`src/rtl/joy_pkg.sv`:
```
// Shared definitions for the joystick direction filter: bit positions,
// restriction-mode encodings and the direction priority encoder.
package joy_pkg;

    localparam int DIR_UP    = 3;
    localparam int DIR_DOWN  = 2;
    localparam int DIR_LEFT  = 1;
    localparam int DIR_RIGHT = 0;

    typedef enum logic [1:0] {
        JMODE_8WAY = 2'b00,
        JMODE_4WAY = 2'b01,
        JMODE_2H   = 2'b10,
        JMODE_2V   = 2'b11
    } jmode_e;

    localparam logic [3:0] MASK_ALL = 4'b1111;
    localparam logic [3:0] MASK_H   = 4'b0011;
    localparam logic [3:0] MASK_V   = 4'b1100;

    // One-hot of the highest-priority set bit: up > down > left > right.
    function automatic logic [3:0] prio_onehot(input logic [3:0] v);
        prio_onehot = 4'b0000;
        if (v[DIR_UP])
            prio_onehot[DIR_UP] = 1'b1;
        else if (v[DIR_DOWN])
            prio_onehot[DIR_DOWN] = 1'b1;
        else if (v[DIR_LEFT])
            prio_onehot[DIR_LEFT] = 1'b1;
        else if (v[DIR_RIGHT])
            prio_onehot[DIR_RIGHT] = 1'b1;
    endfunction

endpackage

```
`src/rtl/joy_dir_chan.sv`:
```
// One player's direction path: synchroniser, per-bit debounce, rise
// detection, restriction mask and registered outputs.
module joy_dir_chan
    import joy_pkg::*;
#(
    parameter int SYNC_STAGES = 2,
    parameter int DEB_CNT     = 4,
    parameter int DEB_W       = 4
) (
    input  logic       clk,
    input  logic       reset_n,
    input  logic       ce_deb,
    input  logic [3:0] dir_i,
    input  logic [1:0] mode_i,
    output logic [3:0] dir_o,
    output logic [3:0] dir_new_o
);

    logic [3:0] sync_q [SYNC_STAGES];
    logic [3:0] sync_s;
    logic [3:0] stable;

    always_ff @(posedge clk or negedge reset_n) begin
        if (!reset_n) begin
            for (int i = 0; i < SYNC_STAGES; i++)
                sync_q[i] <= 4'b0000;
        end else begin
            sync_q[0] <= dir_i;
            for (int i = 1; i < SYNC_STAGES; i++)
                sync_q[i] <= sync_q[i-1];
        end
    end

    assign sync_s = sync_q[SYNC_STAGES-1];

    generate
        if (DEB_CNT == 0) begin : g_nodeb
            logic [3:0] stable_q;
            logic       unused_ce;
            assign unused_ce = ce_deb;

            always_ff @(posedge clk or negedge reset_n) begin
                if (!reset_n)
                    stable_q <= 4'b0000;
                else
                    stable_q <= sync_s;
            end
            assign stable = stable_q;
        end else begin : g_deb
            for (genvar gi = 0; gi < 4; gi++) begin : g_bit
                logic [DEB_W-1:0] cnt_q, cnt_d;
                logic             stable_q, stable_d;

                // Any cycle where the input agrees with the accepted level restarts the count.
                always_comb begin
                    cnt_d    = cnt_q;
                    stable_d = stable_q;
                    if (sync_s[gi] == stable_q) begin
                        cnt_d = '0;
                    end else if (ce_deb) begin
                        if (cnt_q == DEB_W'(DEB_CNT - 1)) begin
                            stable_d = sync_s[gi];
                            cnt_d    = '0;
                        end else begin
                            cnt_d = cnt_q + 1'b1;
                        end
                    end
                end

                always_ff @(posedge clk or negedge reset_n) begin
                    if (!reset_n) begin
                        cnt_q    <= '0;
                        stable_q <= 1'b0;
                    end else begin
                        cnt_q    <= cnt_d;
                        stable_q <= stable_d;
                    end
                end
                assign stable[gi] = stable_q;
            end
        end
    endgenerate

    logic [3:0] prev_q, mask_q, mask_d, out_q, out_d, new_q, rise, allowed;
    logic [1:0] mode_q;

    always_comb begin
        rise    = stable & ~prev_q;
        allowed = MASK_ALL;
        mask_d  = (mode_i != mode_q) ? MASK_ALL : mask_q;
        out_d   = stable;
        case (mode_i)
            JMODE_2H: allowed = MASK_H;
            JMODE_2V: allowed = MASK_V;
            default:  allowed = MASK_ALL;
        endcase
        if (mode_i == JMODE_8WAY) begin
            mask_d = MASK_ALL;
            if (stable[DIR_UP] && stable[DIR_DOWN]) begin
                out_d[DIR_UP]   = 1'b0;
                out_d[DIR_DOWN] = 1'b0;
            end
            if (stable[DIR_LEFT] && stable[DIR_RIGHT]) begin
                out_d[DIR_LEFT]  = 1'b0;
                out_d[DIR_RIGHT] = 1'b0;
            end
        end else begin
            if ((rise & allowed) != 4'b0000)
                mask_d = prio_onehot(rise & allowed);
            // Reopen only once everything is released so the output never goes multi-hot.
            if (stable == 4'b0000)
                mask_d = MASK_ALL;
            out_d = stable & mask_d & allowed;
        end
    end

    always_ff @(posedge clk or negedge reset_n) begin
        if (!reset_n) begin
            prev_q <= 4'b0000;
            mask_q <= MASK_ALL;
            out_q  <= 4'b0000;
            new_q  <= 4'b0000;
            mode_q <= JMODE_8WAY;
        end else begin
            prev_q <= stable;
            mask_q <= mask_d;
            out_q  <= out_d;
            new_q  <= rise;
            mode_q <= mode_i;
        end
    end

    assign dir_o     = out_q;
    assign dir_new_o = new_q;

endmodule

```
`src/rtl/joy_dir_filter.sv`:
```
// Multi-player joystick direction filter: one independent channel per player,
// each owning a 4-bit slice of the direction buses and a 2-bit mode slice.
module joy_dir_filter #(
    parameter int NPLAYERS    = 2,
    parameter int SYNC_STAGES = 2,
    parameter int DEB_CNT     = 4,
    parameter int DEB_W       = 4
) (
    input  logic                  clk,
    input  logic                  reset_n,
    input  logic                  ce_deb,
    input  logic [4*NPLAYERS-1:0] dir_in,
    input  logic [2*NPLAYERS-1:0] mode,
    output logic [4*NPLAYERS-1:0] dir_out,
    output logic [4*NPLAYERS-1:0] dir_new
);

    generate
        for (genvar gi = 0; gi < NPLAYERS; gi++) begin : g_player
            joy_dir_chan #(
                .SYNC_STAGES (SYNC_STAGES),
                .DEB_CNT     (DEB_CNT),
                .DEB_W       (DEB_W)
            ) u_chan (
                .clk       (clk),
                .reset_n   (reset_n),
                .ce_deb    (ce_deb),
                .dir_i     (dir_in[4*gi +: 4]),
                .mode_i    (mode[2*gi +: 2]),
                .dir_o     (dir_out[4*gi +: 4]),
                .dir_new_o (dir_new[4*gi +: 4])
            );
        end
    endgenerate

endmodule

```
`config.mk`:
```
export PLATFORM = sky130hd
export DESIGN_NAME = joy_dir_filter
export DESIGN_NICKNAME = d
export VERILOG_FILES = /design/src/rtl/joy_pkg.sv /design/src/rtl/joy_dir_chan.sv /design/src/rtl/joy_dir_filter.sv
export SDC_FILE = /design/constraint.sdc
export NUM_CORES = 1
export LEC_CHECK = 0
export CAP_MARGIN = 25
export CORE_MARGIN = 10
export CORE_UTILIZATION = 50
export CTS_CLUSTER_DIAMETER = 200
export CTS_CLUSTER_SIZE = 14
export DETAILED_ROUTE_END_ITERATION = 7
export GPL_TIMING_DRIVEN = 0
export PLACE_DENSITY = 0.7
export SYNTH_ARGS = -nofsm -noshare
export SYNTH_HDL_FRONTEND = slang
export SYNTH_SLANG_ARGS = --single-unit
```
`constraint.sdc`:
```
create_clock -name clk -period 2 [get_ports clk]
set_clock_uncertainty 0.05 [all_clocks]
set_input_delay 0.2 -clock clk [delete_from_list [all_inputs] [get_ports clk]]
set_output_delay 0.2 -clock clk [all_outputs]
set_load 0.03 [all_outputs]
```
=== Word level (Yosys, flattened, before mapping) ===
Index checks and enable logic that the tools add are counted.

* Bits in registers: 92
* Bits in latches: 0
* Bits in writable memories: 0
* Bits in read-only memories: 0
* Output and inout port bits: 16
* Word-level logic and storage cells: 160
* Memories: 0

* $add $sub $neg: 8
* Multiply operators: 0
* Divide/modulo/power cells: 0
* Magnitude comparators: 0
* Equality and inequality tests: 22
* Shift operators: 0
* Muxes and demuxes: 56
* Bitwise logic cells: 18
* Reductions and logical operators: 26

{| class="wikitable"
|+ Operators with widths
! operator !! number
|-
| 4-bit two-way mux || 36
|-
| 4-bit by 1-bit adder with 4-bit output, second input constant || 8
|-
| 4-bit bitwise AND || 8
|-
| 4-bit by 2-bit equality test with 1-bit output, second input constant || 8
|-
| 3-bit AND reduction || 8
|-
| 4-bit case mux with 2 select lines || 2
|-
| 2-bit nonzero test || 8
|-
| 2-bit two-way mux || 6
|-
| 1-bit two-way mux || 10
|-
| 1-bit equality test || 8
|-
| 2-bit equality test, second input constant || 4
|-
| 4-bit logical NOT || 2
|-
| 1-bit NOT || 8
|-
| 4-bit NOT || 2
|-
| 4-bit nonzero test || 2
|-
| 3-bit two-way mux || 2
|-
| 1-bit logical AND || 4
|-
| 2-bit logical NOT || 2
|-
| 2-bit != test || 2
|}

=== Logic depth before layout (Yosys ltp) ===
Gate-level depths: netlist (run 1).

* Depth in word-level cells: 13
* Gate-level depth with buffers: 5
* Mapped depth without buffers: 5

=== By module ===
From an unflattened synthesis (run 1), not the netlist that was laid out.

* Cell total of the unflattened synthesis: 344
* Area total of the unflattened synthesis: 3,943.8 µm²

{| class="wikitable"
|+ Modules (own cells, without submodules)
! module !! instances !! cells an instance !! area an instance (µm²) !! seq. area each (µm²)
|-
| joy_dir_chan || 2 || 172 || 1,971.9 || 1,156.1
|}

=== Least setup slack after synthesis (run 1) ===
OpenSTA, ideal clock, no wires.

* Path type: register -> register
* Start point: reg g_player[1].u_chan.mode_q[1]
* End point: reg g_player[1].u_chan.mask_q[1]
* Setup time: 0.082 ns
* Arrival time: 1.316 ns
* Required time: 1.868 ns
* Setup slack: 0.552 ns
* Stages on the path, launching flop included: 5
* Path buffers: 0
* Cells stage by stage: dfrtp_1 > xor2_1 > or3_1 > a22o_1 > a211o_1

* Cells in the longest elaborated chain, start to end: 6

{| class="wikitable"
|+ Ends and longest elaborated chain
! item !! line !! source
|-
| start: declaration || joy_dir_chan.sv:85 || <nowiki>logic [1:0] mode_q;</nowiki>
|-
| start signal: assignment || joy_dir_chan.sv:129 || <nowiki>mode_q <= mode_i;</nowiki>
|-
| 2-bit != test || joy_dir_chan.sv:90 || <nowiki>mask_d = (mode_i != mode_q) ? MASK_ALL : mask_q;</nowiki>
|-
| 4-bit two-way mux || joy_dir_chan.sv:90 ||
|-
| 4-bit two-way mux || joy_dir_chan.sv:108 || <nowiki>if ((rise & allowed) != 4'b0000)</nowiki>
|-
| 4-bit two-way mux || joy_dir_chan.sv:111 || <nowiki>if (stable == 4'b0000)</nowiki>
|-
| 4-bit two-way mux (2 in series) || joy_dir_chan.sv:97 || <nowiki>if (mode_i == JMODE_8WAY) begin</nowiki>
|-
| via g_player[1].u_chan.mask_d[1] || joy_dir_chan.sv:84 || <nowiki>logic [3:0] prev_q, mask_q, mask_d, out_q, out_d, new_q, rise, allowed;</nowiki>
|-
| end signal: assignment || joy_dir_chan.sv:126 || <nowiki>mask_q <= mask_d;</nowiki>
|-
| end: declaration || joy_dir_chan.sv:84 ||
|}

The timed path passes the listed nets, and every way through them passes these cells. The select of a mux whose other input is x is not followed.
A chain may end at the register's enable or synchronous reset.

=== Worst setup path in the final report (run 1) ===
* Start point: in mode[0]
* End point: reg g_player[0].u_chan.out_q[0]

* Cells in the longest elaborated chain, start to end: 13

{| class="wikitable"
|+ Ends and longest elaborated chain
! item !! line !! source
|-
| start: declaration || joy_dir_filter.sv:13 || <nowiki>input logic [2*NPLAYERS-1:0] mode,</nowiki>
|-
| 2-bit equality test || joy_dir_chan.sv:92 || <nowiki>case (mode_i)</nowiki>
|-
| 4-bit case mux with 2 select lines || joy_dir_chan.sv:92 ||
|-
| 4-bit bitwise AND || joy_dir_chan.sv:108, joy_dir_chan.sv:109 ||
|-
| 1-bit two-way mux || joy_pkg.sv:30 || <nowiki>else if (v[DIR_RIGHT])</nowiki>
|-
| 1-bit two-way mux || joy_pkg.sv:28 || <nowiki>else if (v[DIR_LEFT])</nowiki>
|-
| 2-bit two-way mux || joy_pkg.sv:26 || <nowiki>else if (v[DIR_DOWN])</nowiki>
|-
| 3-bit two-way mux || joy_pkg.sv:24 || <nowiki>if (v[DIR_UP])</nowiki>
|-
| 4-bit two-way mux || joy_dir_chan.sv:108 ||
|-
| 4-bit two-way mux || joy_dir_chan.sv:111 ||
|-
| 4-bit two-way mux || joy_dir_chan.sv:97 ||
|-
| 4-bit bitwise AND (2 in series) || joy_dir_chan.sv:113 || <nowiki>out_d = stable & mask_d & allowed;</nowiki>
|-
| 4-bit two-way mux * || joy_dir_chan.sv:97 ||
|-
| via g_player[0].u_chan.out_d[0] || joy_dir_chan.sv:84 ||
|-
| end signal: assignment || joy_dir_chan.sv:127 || <nowiki>out_q <= out_d;</nowiki>
|-
| end: declaration || joy_dir_chan.sv:84 ||
|}

The timed path passes the listed nets; every way through them passes the cells marked *. The select of a mux whose other input is x is not followed.

==> results of run 1 <==
cells by family after synthesis:
kind of cell    synth area share (%)
compound gates                  9.57
xor+xnor                        4.85
fa+ha+maj                       2.64
buf+inv                         1.55
flops                           61.0
mux                             4.49
simple gates                    15.9
layout by cell type, fill, tap and decap left out, drive strengths merged, types with 7 or more instances in the layout:
master and count:
buf 7, mux2 8, xor2 12, nand4 9, ha 8, mux2i 8, a211o 8, dfstp 8
o21ai 7, nand2 31, dfrtp 84, nand3 9, clkdlybuf4s50 29, clkbuf 17, a21oi 16, xnor2 9
nor2 42
power groups by stage:
stage	clock network, uW	logic (uW)	registers (uW)
global placement	0	1830	2760
finish	1190	1860	2740
global route	1310	2090	2810
detailed placement	0	1880	2780
CTS	1230	1890	2750
floorplan	0	1030	2960
registers in the layout, summed over array words and instances (netlist names):
register / cells
g_player.u_chan.mode_q: 4
g_player.u_chan.g_deb.g_bit.stable_q: 8
g_player.u_chan.prev_q: 8
g_player.u_chan.dir_new_o: 8
g_player.u_chan.g_deb.g_bit.cnt_q: 32
g_player.u_chan.mask_q: 8
g_player.u_chan.dir_o: 8
g_player.u_chan.sync_s: 8
g_player.u_chan.sync_q: 8
worst reg2reg max path: cells and delay by family (launching register included):
family          cells  cell delay (ns)
compound gates      3             0.87
simple gates        1             0.24
flops               1             0.46
area by class of cell:
cell class / count / area, um^2 / share of cell area (%)
Timing Repair Buffer: 32 / 335 / 7.56
Buffer: 8 / 43.8 / 0.987
Clock inverter: 2 / 35.0 / 0.789
Sequential cell: 92 / 2310 / 52.1
Inverter: 4 / 15.0 / 0.338
Multi-Input combinational cell: 223 / 1420 / 32.0
Clock buffer: 14 / 153 / 3.44
Tap cell: 99 / 124 / 2.79
metal layers:
metal,part of all wire (%),routed length (um),global-route usage (%),vias up
met5,0,0,0,-
met4,1.7,111,6.48,0
met3,3.3,212,2.81,7
met2,48,3130,18.7,29
met1,47,3020,15.2,1212
li1,-,-,-,1231
worst paths after layout:
check,startpoint,to,cells past startpoint
worst min register to register,g_player[0].u_chan.sync_q[7],g_player[0].u_chan.sync_s[3],0
worst max register to register,g_player[0].u_chan.g_deb.g_bit[0].stable_q,g_player[0].u_chan.dir_o[0],4
max in group asynchronous,reset_n,g_player[1].u_chan.mask_q[1],3
worst max-delay path,mode[0],g_player[0].u_chan.dir_o[0],6
min in group clk,dir_in[3],g_player[0].u_chan.sync_q[7],1
worst min-delay path,reset_n,g_player[0].u_chan.g_deb.g_bit[0].cnt_q[3],2
per-stage QoR:
step / instances / TNS (ns) / worst slack [ns] / hold WS [ns]
global route: 474 / 0 / 0.0324 / 0.206
global placement: 456 / -221.22 / -2.49 / 0.282
finish: 474 / 0 / 0.155 / 0.211
floorplan: 327 / 0 / 0.552 / -0.146
detailed placement: 457 / -0.613 / -0.166 / 0.0408
CTS: 474 / 0 / 0.215 / 0.211
==> out/metrics.csv, run 1 <==
stage,metric,value,unit
synthesis,most common cell in the synthesized netlist,dfrtp_1,
sta,Slew HR,55.0,%
floorplanning,Initial Utilization,51.7,%
clocking,hold-fix buffer count after cts,1,
power,combinational group share of total power,32.1,%
critical_path,worst path bufs/invs,2,
sta,RSZ-0062 raised after global routing,no,
finish,Area Growth Syn to Fin,17.1,%
synthesis,"Warnings, synthesis",0,
power,Net Sw Frac,34.3,%
synthesis,Synth cell types,43,
run,maxcap violations,0,
critical_path,Setup CP Type,input port to register,
power,clock share of power,20.6,%
synthesis,Yosys top cell area share,55.4,%
global_routing,GRT Resource Usage Total,12.0,%
sta,fin crit share,92.2,%
sta,Peak Freq,0.542,GHz
global_routing,initial antenna violation count,0,
global_routing,total gr overflow,0,
clocking,H-tree depth,3,
min_path,Hold Path Class,input port to async pin,
sta,Final Max Slew Viols,0,
critical_path,crit-path cells,clkdlybuf4s50_1 > buf_2 > nand2_1 > a2111oi_0 > a2111o_1 > a21boi_0,
route,initial detailed-routing violation count,62,
sta,worst-margin pin slew,0.658,ns
global_routing,via count of the first global-routing pass,2453,
finish,fraction of layout cells with a size suffix above 1,9.87,%
critical_path,cell family with most CP delay,compound AO/OA/AOI/OAI gates,
clocking,clk_lat worst skew,0.34,ns
global_routing,largest net degree at the start of global routing,76,
power,P_int,3810,uW
power,leakage power,0.00199,uW
clocking,CTS tree,yes,
clocking,CTS root buf,clkbuf_8,
synthesis,post-synthesis cell count,327,
floorplanning,core area,0.00733,mm^2
clocking,postcts setup bufs,0,
synthesis,Post-synth EDFFs,0,
route,Via Count,2479,
route,drt drc,0,
floorplanning,Die Area,0.0115,mm^2
synthesis,register area share after synthesis,61.0,%
critical_path,Critical-path top delay cell,a2111oi_0,
clocking,Post-CTS Resized,0,
placement,DP HPWL,4510,um
power,Flop pwr share,47.3,%
finish,# diodes,0,
synthesis,most frequent cells after synthesis,"dfrtp_1 (84), nor2_1 (42), nand2_1 (31), a21oi_1 (16), xor2_1 (12)",
floorplanning,cell row count,31,
route,wire length per cell,13.6,um
finish,design area,0.00444,mm^2
power,Max IR drop VDD,0.000520,V
sta,fin crit period,1.84,ns
clocking,CTS buffer count,9,
finish,fin util,60.5,%
critical_path,critical path data arrival time,2.03,ns
synthesis,Synth area leader,dfrtp_1,
floorplanning,chip width,107,um
synthesis,ys async rst share,100,%
route,drt via density,5.23,
clocking,clock buffer depth,2,
route,routed wire length,6470,um
synthesis,Post-Synthesis Cell Area,0.00379,mm^2
critical_path,Crit. End Element,register,
clocking,Worst-path clk slew,0.09,ns
power,sw power,1990,uW
placement,Port Buffers,30,
sta,Fin. Hold Viols,0,
status,status,"finished, final reports clean",
placement,Routability Congestion,0.791,
synthesis,Syn Area/Cell,11.6,um^2
clocking,# clock sinks,92,
route,antenna-violating nets left,0,
sta,final setup fails,0,
synthesis,"FF+latch count, synth",92,
critical_path,worst path required time,2.18,ns
placement,Area after DPL,0.00424,mm^2
finish,Layout Nets,393,
synthesis,syn nets,350,
critical_path,Critical Path Fanout Max,10,
finish,FILL cells,578,
synthesis,"top cells by area, synth","dfrtp_1 (55%), dfstp_2 (5.5%), nor2_1 (4.2%)",
critical_path,Worst R2R Setup Slack,0.27,ns
global_routing,first-pass GRT wire length,11300,um
route,1st-pass router iterations,5,
floorplanning,I/O pin cnt,31,
critical_path,CP startpoint kind,input port,
synthesis,Main synth FF type,dfrtp_1,
power,total power,5800,uW
power,Pwr per Cell Area,1310,mW/mm^2
floorplanning,Die Span Y,107,um
critical_path,crit-path max cell delay,0.68,ns
Note: power is estimated with default switching activity, not from simulation.
==> inputs of run 2 (changes only) <==
- clock period: 2 -> 1.8 ns (I/O delays scaled with it)
==> run 2 against run 1 <==
Effect of this change:
- clock-buffer cell count unchanged
- critical path type unchanged
- sequential power is 11% higher
- critical endpoint is now g_player[0].u_chan.dir_o[1]
- hold slack got worse by 0.019 ns
- highest routed layer unchanged
==> out/metrics.csv, run 2 (synthesized netlist as in run 1, its figures left out) <==
stage,metric,value,unit
global_routing,first-pass GRT wire length,11300,um
clocking,postcts setup bufs,0,
placement,DP HPWL,4510,um
route,antenna-violating nets left,0,
critical_path,Crit. End Element,register,
global_routing,initial antenna violation count,0,
finish,Reg with most FFs,g_player.u_chan.g_deb.g_bit.cnt_q,
finish,Post-Layout Cell Count,474,
sta,Fin. Hold Viols,0,
critical_path,CP startpoint kind,input port,
clocking,H-tree depth,3,
route,initial detailed-routing violation count,74,
critical_path,R2R Path Start,g_player[1].u_chan.g_deb.g_bit[3].stable_q,
floorplanning,I/O pin cnt,31,
critical_path,Setup CP Type,input port to register,
run,maxcap violations,0,
floorplanning,Initial Utilization,51.7,%
finish,Largest register FFs,32,
finish,"leading cell types in the layout, fill and taps excluded","dfrtp_1 (84), nor2_1 (42), nand2_1 (31)",
finish,Layout Nets,393,
min_path,Hold Path Class,input port to async pin,
floorplanning,core area,0.00733,mm^2
critical_path,worst path required time,1.99,ns
critical_path,Critical Path Fanout Max,10,
critical_path,critical path data arrival time,1.91,ns
clocking,clk_lat worst skew,0.34,ns
clocking,clock buffer depth,2,
finish,Area Growth Syn to Fin,17.3,%
finish,# diodes,0,
status,status,"finished, final reports clean",
global_routing,via count of the first global-routing pass,2453,
sta,Hold Worst Slack,0.192,ns
route,drt via density,5.23,
critical_path,Worst R2R End,g_player[1].u_chan.dir_o[3],
floorplanning,Die Area,0.0115,mm^2
finish,FILL cells,581,
sta,worst-margin pin slew,0.586,ns
power,Max IR drop VDD,0.000577,V
placement,Port Buffers,30,
sta,Slew HR,60.9,%
power,Pwr per Cell Area,1450,mW/mm^2
critical_path,R2R depth,5,
clocking,Worst-path clk slew,0.08,ns
route,routed wire length,6480,um
floorplanning,Die Span Y,107,um
finish,fin util,60.7,%
route,wire length per cell,13.7,um
sta,Final Max Slew Viols,0,
floorplanning,cell row count,31,
finish,fraction of layout cells with a size suffix above 1,10.4,%
floorplanning,chip width,107,um
power,leakage power,0.00200,uW
sta,final setup fails,0,
global_routing,GRT Resource Usage Total,12.0,%
route,Via Count,2478,
clocking,CTS root buf,clkbuf_8,
clocking,CTS buffer count,9,
critical_path,Worst R2R Setup Slack,0.18,ns
sta,fin crit share,95.3,%
sta,fin crit period,1.71,ns
clocking,CTS tree,yes,
sta,Peak Freq,0.583,GHz
finish,"commonest non-fill, non-tap cell in the layout",dfrtp_1,
sta,final setup TNS,0,ns
route,1st-pass router iterations,4,
clocking,# clock sinks,92,
global_routing,largest net degree at the start of global routing,76,
finish,design area,0.00445,mm^2
placement,post-placement cell count,457,
placement,Area after DPL,0.00424,mm^2
placement,Routability Congestion,0.791,
route,drt drc,0,
sta,RSZ-0062 raised after global routing,no,
global_routing,total gr overflow,0,
[run 2: worst max-delay path by stage]
| stage | start | endpoint | depth (start not counted) |
|---|---|---|---|
| finish | mode[0] | g_player[0].u_chan.dir_o[1] | 6 |
| global route | g_player[1].u_chan.g_deb.g_bit[3].stable_q | g_player[1].u_chan.dir_o[2] | 5 |
| CTS | mode[0] | g_player[0].u_chan.dir_o[0] | 6 |
| detailed placement | mode[0] | g_player[0].u_chan.dir_o[0] | 6 |
| global placement | reset_n | g_player[1].u_chan.dir_o[0] | 1 |
| floorplan | g_player[1].u_chan.mode_q[1] | g_player[1].u_chan.mask_q[1] | 4 |
[run 2: report_power, final]
group / total [uW] / internal (uW) / switching [uW]
Combinational: 2080 / 905 / 1180
Clock: 1320 / 681 / 641
Sequential: 3050 / 2650 / 400
Total: 6450 / 4230 / 2220
[run 2: critical path, cell delays in order]
cell,delay (ns)
clkdlybuf4s50_1,0.51
buf_2,0.22
nand2_1,0.19
a2111oi_2,0.48
a2111oi_1,0.12
o21a_1,0.20
[run 2: layout make-up]
cell class / instances / area, um^2 / share of cell area [%]
Buffer: 8 / 45.0 / 1.01
Clock inverter: 2 / 35.0 / 0.788
Tap cell: 99 / 124 / 2.79
Timing Repair Buffer: 32 / 335 / 7.54
Multi-Input combinational cell: 223 / 1430 / 32.1
Inverter: 4 / 15.0 / 0.338
Clock buffer: 14 / 153 / 3.43
Sequential cell: 92 / 2310 / 52.0
[run 2: routing by layer]
metal	share of wire (%)	track usage, %	wire length, um	up-vias
met1	46	15.2	3000	1209
met3	3.2	2.81	208	5
met4	1.6	6.48	104	0
li1	-	-	-	1234
met5	0	0	0	-
met2	49	18.7	3170	30
[run 2: per-stage QoR]
stage / setup WS, ns / total power, uW
after global placement: -2.67 / 5100
after CTS: 0.0353 / 6520
after detailed placement: -0.346 / 5190
final: 0.0850 / 6450
after global routing: 0.00849 / 6920
after floorplan: 0.352 / 4440
[run 2: repair_timing]
action	4_1_cts	5_1_grt
endpoints found under the setup margin	0	4
hold endpoints to repair	20	0
resized for setup	0	5
hold buffers	1	0
